`src/rtl/mux_tree_pipelined.sv`:
```
// Pipelined N-to-1 multiplexer tree with DATA_W-bit lanes and valid/ready on both sides.
// Each level merges RADIX candidates per group using one base-RADIX select digit (LSB first).
`timescale 1ns/1ps

module mux_tree_pipelined #(
  parameter int  N_IN   = 64,
  parameter int  DATA_W = 1,
  parameter int  RADIX  = 4,
  localparam int SEL_W  = $clog2(N_IN)
) (
  input  logic                     clk,
  input  logic                     rst_n,
  input  logic                     in_valid,
  output logic                     in_ready,
  input  logic [SEL_W-1:0]         sel,
  input  logic [N_IN*DATA_W-1:0]   in_data,
  output logic                     out_valid,
  input  logic                     out_ready,
  output logic [DATA_W-1:0]        out_data,
  output logic [SEL_W-1:0]         out_sel,
  output logic                     out_err
);

  function automatic int calc_levels(int n, int r);
    int span = 1;
    int lv   = 0;
    for (int i = 0; i < 32; i++) begin
      if (span < n) begin
        span = span * r;
        lv   = lv + 1;
      end
    end
    return lv;
  endfunction

  // Candidates left after level k: ceil(n / r^(k+1)); k = -1 yields n itself.
  function automatic int calc_groups(int n, int r, int k);
    int div = 1;
    for (int i = 0; i <= k; i++) div = div * r;
    return (n + div - 1) / div;
  endfunction

  localparam int LEVELS = calc_levels(N_IN, RADIX);
  localparam int DIG_W  = $clog2(RADIX);

  logic in_err;
  assign in_err = {1'b0, sel} >= (SEL_W+1)'(N_IN);

  for (genvar k = 0; k < LEVELS; k++) begin : g_lvl
    localparam int SRC_N = calc_groups(N_IN, RADIX, k - 1);
    localparam int GRP_N = calc_groups(N_IN, RADIX, k);

    logic [SRC_N*DATA_W-1:0]       src_data;
    logic [GRP_N*RADIX*DATA_W-1:0] src_pad;
    logic [SEL_W-1:0]              src_sel;
    logic                          src_valid;
    logic                          src_err;
    logic [DIG_W-1:0]              digit;
    logic [GRP_N*DATA_W-1:0]       mux_d;
    logic                          nxt_ready;
    logic                          stage_ready;

    logic                          valid_q;
    logic [GRP_N*DATA_W-1:0]       data_q;
    logic [SEL_W-1:0]              sel_q;
    logic                          err_q;

    if (k == 0) begin : g_head
      assign src_valid = in_valid;
      assign src_data  = in_data;
      assign src_sel   = sel;
      assign src_err   = in_err;
    end else begin : g_body
      assign src_valid = g_lvl[k-1].valid_q;
      assign src_data  = g_lvl[k-1].data_q;
      assign src_sel   = g_lvl[k-1].sel_q;
      assign src_err   = g_lvl[k-1].err_q;
    end

    if (k == LEVELS - 1) begin : g_tail
      assign nxt_ready = out_ready;
    end else begin : g_link
      assign nxt_ready = g_lvl[k+1].stage_ready;
    end

    // Stage loads when empty or when its current contents move on this edge.
    assign stage_ready = !valid_q || nxt_ready;

    // Zero padding makes missing lanes read 0, which also yields 0 for out-of-range sel.
    assign src_pad = (GRP_N*RADIX*DATA_W)'(src_data);
    assign digit   = DIG_W'(src_sel >> (k * DIG_W));

    always_comb begin
      // NOTE: default assignment first so no path through always_comb can infer a latch.
      mux_d = '0;
      for (int g = 0; g < GRP_N; g++) begin
        mux_d[g*DATA_W +: DATA_W] = src_pad[(g*RADIX + int'(digit))*DATA_W +: DATA_W];
      end
    end

    always_ff @(posedge clk or negedge rst_n) begin
      if (!rst_n) begin
        valid_q <= 1'b0;
        data_q  <= '0;
        sel_q   <= '0;
        err_q   <= 1'b0;
      end else if (stage_ready) begin
        // NOTE: non-blocking assignments so every stage samples the pre-edge values of its neighbour.
        valid_q <= src_valid;
        if (src_valid) begin
          data_q <= mux_d;
          sel_q  <= src_sel;
          err_q  <= src_err;
        end
      end
    end
  end

  assign in_ready  = g_lvl[0].stage_ready;
  assign out_valid = g_lvl[LEVELS-1].valid_q;
  assign out_data  = g_lvl[LEVELS-1].data_q;
  assign out_sel   = g_lvl[LEVELS-1].sel_q;
  assign out_err   = g_lvl[LEVELS-1].err_q;

endmodule
```
`config.mk`:
```
export PLATFORM = sky130hd
export DESIGN_NAME = mux_tree_pipelined
export DESIGN_NICKNAME = d
export VERILOG_FILES = /design/src/rtl/mux_tree_pipelined.sv
export SDC_FILE = /design/constraint.sdc
export NUM_CORES = 1
export LEC_CHECK = 0
export ABC_AREA = 0
export CORE_MARGIN = 1.5
export CORE_UTILIZATION = 25
export DETAILED_ROUTE_END_ITERATION = 8
export GPL_ROUTABILITY_DRIVEN = 0
export GPL_TIMING_DRIVEN = 0
export MAX_ROUTING_LAYER = met4
export PLACE_DENSITY_LB_ADDON = 0.05
export SLEW_MARGIN = 20
export SYNTH_ARGS = -nofsm -noshare
export SYNTH_HDL_FRONTEND = slang
export SYNTH_SLANG_ARGS = --single-unit
export TNS_END_PERCENT = 1
```
`constraint.sdc`:
```
create_clock -name clk -period 3.7 [get_ports clk]
set_input_delay 0.555 -clock clk [delete_from_list [all_inputs] [get_ports clk]]
set_output_delay 0.555 -clock clk [all_outputs]
set_load 0.1 [all_outputs]
```
==> flow_summary.ini, run 1 <==
[detailed_routing]
first_iter_violations = 18
drt_pass1_iterations = 4
ant_nets = 0
drc = 0
vias = 1397
wl_mm = 4.64
wire_per_inst_um = 14.8
viasPerCell = 4.45

[synthesis]
synth_seq_area_share_pct = 49.9
synth_compound_area_share_pct = 0
synth_top_family_by_area = multiplexers
yosysMostFrequentCell = dfrtp_1
synth_cells = 120
syn_nets = 194
synthAdderAreaFrac_pct = 0
synth-edff-count = 0
async_reset_ff_share_pct = 100
yosysTopAreaCell = dfrtp_1
yosysUniqueCellTypes = 14
postSynthAreaPerCell_sq_um = 17.6
netlist_area_sq_um = 2110
synthMuxAreaShare_pct = 44.5
ys_top_cells_by_area = dfrtp_1, mux2_2, mux4_2, mux4_1, nand2b_1
yosysTopAreaCellShare_pct = 49.9
synth-main-ff-cell = dfrtp_1
synthTopCellsByCount = dfrtp_1, mux2_2, mux4_2
synth_xor_area_share_pct = 0
synth_warnings = 0
synth_seq_cells = 42
yosys.area_share.simple_pct = 2.49

[layout]
drive_gt1_share_pct = 32.5
finalNetCount = 282
fillCellCount = 790
antenna-diode-count = 0
layoutNonFillerInstCount = 314
area_delta_synth_final_pct = 49.3

[cts]
cts_tree = yes
cts_setup_buffers = 0
cts_resized = 0
clk_pin_slew_ns = 0.07
holdBufCountCts = 0
clk_path_buf_depth = 2
clock_sinks = 42
clockRootBuffer = clkbuf_8
clock_latency_ns = 0.29
htree_levels = 2
numCtsBuffers = 5

[worst_setup_path]
reg2reg_depth = 3
critPathKind = input port to output pin
worst_ep_arrival_time_ns = 2.35
rr_startpoint = g_lvl[0].sel_q[2]
critPathCaptureType = output pin
worst-path-max-fanout = 3
cp_data_required_time_ns = 3.14
cp-start-kind = input port
worst-r2r-setup-slack_ns = 2.02
r2r-end = g_lvl[1].data_q[0]

[run_status]
status = complete, no violations

[global_routing]
grt-ovfl-total = 0
grt_first_pass_wirelength_mm = 7.67
grt_pass1_vias = 1614
antenna_found_initial = 0
track_usage_pct = 11.7
grt_max_degree = 32

[die]
dieArea_sq_um = 8990
start_util_pct = 25.8
die_h_um = 94.8
row_count = 33
fp.dieW_um = 94.8
coreArea_sq_um = 8180
io_pins = 84

[timing]
min_period_ns = 2.90
tightest_slew_ns = 0.970
skew_ns = 0.00540
fin_setup_tns_ns = 0
slew_viol_final = 0
period_share_pct = 78.5
rsz0062_at_grt = false
setup_viol = 0
max_slew_margin_pct = 35.1
fmaxAchievable_mhz = 344
finalHoldViolCount = 0

[worst_hold_path]
hold_class = input port to asynchronous set/reset pin

[placed_design]
hpwl_mm = 3.72
portBuffers = 80
dp_cells = 306

[job]
maxCapViolCount = 0

[power]
leakage_uw = 0.00124
vdd_drop_max_uv = 122
p_per_area_nw_per_um2 = 506
-- worst max-delay path by stage --
| stage | cells after the start | from | end | slack [ns] |
|---|---|---|---|---|
| 6_report | 3 | out_ready | in_ready | 0.80 |
| 5_1_grt | 3 | out_ready | in_ready | 0.73 |
| 4_1_cts | 3 | out_ready | in_ready | 0.78 |
| 3_5_place_dp | 3 | out_ready | in_ready | 0.78 |
| 3_3_place_gp | 3 | out_ready | in_ready | 0.82 |
| 2_1_floorplan | 4 | out_valid | g_lvl[0].data_q[0] | 0.36 |
-- layer usage --
metal	share of wire (%)	track usage [%]	vias up
met4	0.95	4.48	0
met3	6.4	3.22	5
met5	0	-	-
li1	-	-	641
met2	50	19.0	62
met1	42	13.8	689
-- per-stage QoR --
| step | hold WS [ns] | total power (uW) | area, sq um | setup WS, ns | util, % |
|---|---|---|---|---|---|
| global placement | 0.479 | 1300 | 3040 | 0.823 | 37.2 |
| CTS | 0.147 | 1620 | 3150 | 0.784 | 38.5 |
| floorplan | 0.259 | 1100 | 2110 | 0.362 | - |
| finish | 0.147 | 1590 | 3150 | 0.797 | 38.5 |
| global route | 0.149 | 1680 | 3150 | 0.727 | 38.5 |
| detailed placement | 0.467 | 1310 | 3050 | 0.782 | 37.4 |
-- placed cells by master (no fill, tap or decap), types with 2 or more instances in the layout --
cell              n
buf_12            2
buf_2             4
clkbuf_1          3
clkbuf_8          6
clkdlybuf4s50_1  79
dfrtp_1          42
mux2_2           39
mux4_1            7
mux4_2           14
nand2_1           3
nand2b_1          4
-- registers in the layout, indices dropped and copies added, names as in the netlist --
| name | count |
|---|---|
| g_lvl.sel_q | 12 |
| out_data | 1 |
| g_lvl.valid_q | 2 |
| out_sel | 6 |
| out_valid | 1 |
| g_lvl.data_q | 20 |
-- cells by family after synthesis --
group | after synthesis
other cells | 1
buf+inv | 8
mux | 60
flops | 42
simple gates | 9
-- power breakdown --
group	total, uW	leakage [uW]	internal, uW	switching (uW)
clock	298	0.0000482	150	147
combinational	651	0.000704	287	365
sequential	643	0.000487	577	66.1
total	1590	0.00124	1010	578
-- critical path: stages --
cell	delay, ns
clkdlybuf4s50_1	0.47
nand4b_1	0.16
clkdlybuf4s50_1	1.16
-- area by class of cell --
type / instances / area (sq um) / area share [%]
sequential: 42 / 1050 / 33.4
multi-input combinational: 70 / 995 / 31.6
timing repair buffer: 81 / 816 / 25.9
tap: 105 / 131 / 4.18
clock buffer: 7 / 86.3 / 2.74
buffer: 8 / 61.3 / 1.95
clock inverter: 1 / 5.00 / 0.159
Power figures use the tool's default switching activity.
==> run 2: changes to the inputs <==
Clock period 3.7 ns to 2.4 ns, I/O delays scaled along.
==> run 2 against run 1 <==
Effect of this change:
- critical path depth unchanged
- global-route usage shrank 0.36 points
- clock power rose by 44%
- non-clock buffer count stayed put
- critical endpoint unchanged
- cell area grew 0.52%
- wire length fell by 2.9%
- die area unchanged
- sequential cell count did not move
- worst setup slack got worse by 0.66 ns
- cell count did not move
- register-to-register slack got worse by 1.3 ns
==> flow_summary.ini, run 2 (synthesis gave the netlist of run 1 again) <==
[die]
start_util_pct = 25.8
dieArea_sq_um = 8990
fp.dieW_um = 94.8
coreArea_sq_um = 8180
die_h_um = 94.8
row_count = 33
io_pins = 84

[layout]
mostFrequentLayoutCells = clkdlybuf4s50_1, dfrtp_1, mux2_2
finalNetCount = 282
fillCellCount = 776
area_delta_synth_final_pct = 50.1
regMostFlops = g_lvl.data_q
antenna-diode-count = 0
final_common_cell = clkdlybuf4s50_1
largest_reg_flops = 20
drive_gt1_share_pct = 33.5

[timing]
slew_viol_final = 0
max_slew_margin_pct = 35.2
rsz0062_at_grt = false
finalHoldViolCount = 0
period_share_pct = 94.3
setup_viol = 0
fin_setup_tns_ns = 0
min_period_ns = 2.26
tightest_slew_ns = 0.969
skew_ns = 0.0101
fin_ws_ns = 0.136
fmaxAchievable_mhz = 442

[worst_setup_path]
worst_ep_arrival_time_ns = 1.90
crit_chain = clkdlybuf4s50_1 -> nand4b_1 -> dlygate4sd2_1
critPathCaptureType = output pin
worst-path-max-fanout = 3
path_delay_family = buffers and inverters
slowest_delay_ns = 0.88
cp_data_required_time_ns = 2.04
worst-path-buf-inv = 2
cpMaxStageDelayCell = dlygate4sd2_1
critPathKind = input port to output pin
cp-start-kind = input port

[power]
p_per_area_nw_per_um2 = 767
seqPwrFrac_pct = 40.8
intPower_uw = 1540
vdd_drop_max_uv = 302
swShare_pct = 36.6
leakage_uw = 0.00124
power_frac_comb_pct = 41.6
pwr-share-clk_pct = 17.7
p_sw_uw = 887

[cts]
clock_sinks = 42
holdBufCountCts = 0
clock_latency_ns = 0.29
clk_pin_slew_ns = 0.08
cts_setup_buffers = 0
cts_tree = yes
clockRootBuffer = clkbuf_8
numCtsBuffers = 5
htree_levels = 2
clk_path_buf_depth = 2

[detailed_routing]
wire_per_inst_um = 14.4
drt_pass1_iterations = 3
wl_met3_um = 284
highest_layer = met4
route.met2.wl_mm = 2.22
drc = 0
ant_nets = 0
vias = 1410
drt-met1-wl_mm = 1.94
first_iter_violations = 17
viasPerCell = 4.49
wl_mm = 4.51

[run_status]
status = complete, no violations

[global_routing]
grt_first_pass_wirelength_mm = 7.42
grt_max_degree = 25
track_usage_pct = 11.3
antenna_found_initial = 0
grt_pass1_vias = 1518
grt-ovfl-total = 0

[placed_design]
hpwl_mm = 3.63
place_ws_ns = -0.175
portBuffers = 80

[worst_hold_path]
hold_class = input port to asynchronous set/reset pin

[job]
maxCapViolCount = 0
## run 2: changes by cell type in the layout (fill, tap and decap cells not counted), sizes merged
cell           previous run  this run
clkinv                    1         2
dlygate4sd2               0         1
clkbuf                    9         8
clkdlybuf4s50            79        78
## run 2: path summary, 6_finish.rpt
path                                   start                  to  slack (ns)  cells past startpoint
max in group asynchronous              rst_n          out_sel[0]        1.89                      2
setup reg to reg           g_lvl[0].sel_q[2]  g_lvl[1].data_q[0]        0.71                      3
setup / recovery                   out_ready            in_ready        0.14                      3
hold / removal                         rst_n   g_lvl[1].sel_q[5]        0.03                      1
hold reg to reg            g_lvl[0].sel_q[5]   g_lvl[1].sel_q[5]        0.50                      1
min in group clk           g_lvl[0].sel_q[5]   g_lvl[1].sel_q[5]        0.50                      1
## run 2: final cells by class
class,instances,area [sq um],area share [%]
plain buffers,8,73.8,2.33
clock buffers,6,72.6,2.30
clock inverters,2,10.0,0.317
multi-input cells,70,997,31.5
flip-flops and latches,42,1050,33.4
well taps,105,131,4.16
repair buffers,81,822,26.0
## run 2: repair_timing
action                                  CTS  global route
endpoints found under the setup margin    1             0
resized for setup                         1             0
endpoints found under the hold margin     0             0
## run 2: power groups by stage
| stage | logic, uW | registers (uW) | clock network (uW) |
|---|---|---|---|
| floorplan | 349 | 1350 | 0 |
| global placement | 1010 | 1000 | 0 |
| detailed placement | 1020 | 1010 | 0 |
| CTS | 1020 | 994 | 450 |
| global route | 1070 | 1010 | 483 |
| finish | 1010 | 988 | 429 |
## run 2: routing by layer
| metal | up-vias | global-route usage, % |
|---|---|---|
| met3 | 7 | 3.22 |
| met1 | 695 | 13.6 |
| met4 | 0 | 3.73 |
| met2 | 62 | 18.3 |
| li1 | 646 | - |
| met5 | - | - |
## run 2: stage by stage
stage          power (uW)  cells  hold WS, ns  instance area (sq um)  util (%)
2_1_floorplan        1700    120       0.0644                   2130         -
3_3_place_gp         2010    305        0.478                   3060      37.4
3_5_place_dp         2030    306        0.343                   3080      37.7
4_1_cts              2470    314       0.0236                   3160      38.7
5_1_grt              2560    314       0.0423                   3160      38.7
6_report             2420    314       0.0257                   3160      38.7
==> run 3: changes to the inputs <==
Settings changed: SLEW_MARGIN 20 to 10.
==> results of run 3 <==
Final layout, timing and power as in run 2 (identical DEF).
==> edit: new RTL, settings of run 2 <==
The parameter `N_IN` goes from 64 to 32.
--- a/src/rtl/mux_tree_pipelined.sv
+++ b/src/rtl/mux_tree_pipelined.sv
@@ -3,7 +3,7 @@
 `timescale 1ns/1ps
 
 module mux_tree_pipelined #(
-  parameter int  N_IN   = 64,
+  parameter int  N_IN   = 32,
   parameter int  DATA_W = 1,
   parameter int  RADIX  = 4,
   localparam int SEL_W  = $clog2(N_IN)
Ports: changed (resized in_data, out_sel and sel); port bits go from 84 to 50. No check against the original RTL was run, so the function may have changed too.
==> edit against run 2 <==
Total power is 26% lower. Final area is 37% lower. Setup slack improved by 0.0082 ns. Sequential power decreased by 31%. Critical path depth unchanged. Routed wire length down 41%. Core utilization is 0.19 points lower. Synthesized area is 36% lower. Critical path type unchanged. Sequential cell count down 13. Non-clock buffer count shrank 39. Highest routed layer unchanged.
==> edit: results (changes against run 2) <==
metric	value	unit	change
share of layout cells above drive strength 1	0.351		+0.0158
htree depth	2		unchanged
Async SR Flop Fraction	1.00		unchanged
clock root buffer	clkbuf_8		
GRT Overall Usage	0.108		-0.00545
synthesized instance count	81		-33%
Psw	686	uW	-23%
Leakage	0.778	nW	-37%
RR Startpoint	g_lvl[1].valid_q		
first-pass GRT wire length	4550	um	-39%
synth top area cells	dfrtp_1 (54%), mux2_2 (21%), mux4_2 (17%)		
Clock Pin Slew Worst Setup and Hold Paths	0.06	ns	-0.02 ns
commonest register cell after synthesis	dfrtp_1		
initial DRC count	15		-2
Seq/Total Area, Yosys	0.540		+0.0412
Antenna Cells	0		unchanged
Clock Tree Buf Depth	2		unchanged
Worst-Margin Slew	0.964	ns	-0.00446 ns
initial antenna violation count	0		unchanged
Hold Path Class	in2async		
drt first pass iters	2		-1
Synthesis Warnings	0		unchanged
Yosys cell types	14		unchanged
hpwl dp	2050	um	-44%
Syn Nets	122		-37%
CP startpoint	out_ready		
placed cell count	197		-36%
PortBufs	46		-43%
routing usage on met1	0.124		-0.0118
Vias	887		-37%
Num CTS Buffers	5		unchanged
fin nets	175		-38%
vias in the first global route	932		-39%
path depth of the worst reg2reg path	4		+1
M2 GR Usage	0.157		-0.0262
largest net degree at the start of global routing	30		+20%
drt total wl	2640	um	-41%
pre-CTS setup slack	-0.143	ns	+0.0315 ns
status	complete, no violations		
most instantiated cells after synthesis	dfrtp_1 (29), mux2_2 (25), mux4_2 (10)		
Max FO, Critical Path	3		unchanged
grt met3 use	0.0467		+0.0145
clock skew	0.00371	ns	-0.00636 ns
fillers	523		-33%
clk_lat worst skew	0.27	ns	-0.02 ns
worst vdd ir	0.386	mV	+28%
arrival time at the worst endpoint	1.90	ns	about the same
via/cell ratio	4.35		-3.2%
edit: final timing paths:
check	to	slack, ns
max reg2reg	g_lvl[0].sel_q[3]	0.99
min	g_lvl[1].data_q[0]	0.11
min in group clk	g_lvl[0].sel_q[0]	0.42
max in group asynchronous	out_valid	1.81
max	in_ready	0.14
min reg2reg	g_lvl[1].valid_q	0.49
edit: critical path, cell delays in order:
cell             delay (ns)
clkdlybuf4s50_1        0.48
nand4b_1               0.18
dlygate4sd2_1          0.88
edit: per-stage QoR:
stage | power, mW | TNS (ns) | utilization | cell area (um^2)
2_1_floorplan | 1.22 | -3.43 | - | 1350
3_3_place_gp | 1.42 | -0.150 | 0.369 | 1900
3_5_place_dp | 1.43 | -0.143 | 0.368 | 1890
4_1_cts | 1.83 | 0 | 0.385 | 1980
5_1_grt | 1.90 | 0 | 0.385 | 1980
6_report | 1.80 | 0 | 0.385 | 1980
edit: layer usage:
layer | routed length (um) | vias up
li1 | - | 408
met1 | 1110 | 431
met2 | 1240 | 43
met3 | 228 | 5
met4 | 61 | 0
met5 | 0 | -
edit: final cells by class:
| cell class | instances | area, um^2 | share of cell area |
|---|---|---|---|
| clock buffers | 7 | 86.3 | 0.0436 |
| plain buffers | 4 | 33.8 | 0.0171 |
| well taps | 70 | 87.6 | 0.0443 |
| repair buffers | 46 | 454 | 0.230 |
| multi-input cells | 48 | 587 | 0.297 |
| flip-flops and latches | 29 | 729 | 0.369 |
edit: cells by family (layout without fill, tap and decap cells):
kind of cell    count (synthesis)  count (layout)  share of synthesized area
mux                            36              36                      0.385
flops                          29              29                      0.540
simple gates                    9               9                     0.0391
buf+inv                         4              57                     0.0251
compound gates                  2               2                    0.00838
other cells                     1               1                    0.00279
edit: power groups by stage:
stage | clock, mW | sequential (mW) | combinational [mW]
floorplan | 0 | 1.00 | 0.215
global route | 0.437 | 0.703 | 0.760
finish | 0.394 | 0.684 | 0.727
global placement | 0 | 0.690 | 0.731
CTS | 0.411 | 0.687 | 0.736
detailed placement | 0 | 0.696 | 0.737
edit: timing repair:
action,CTS,global route
gates resized for setup,1,0
setup endpoints to repair,1,0
buffers inserted,0,0
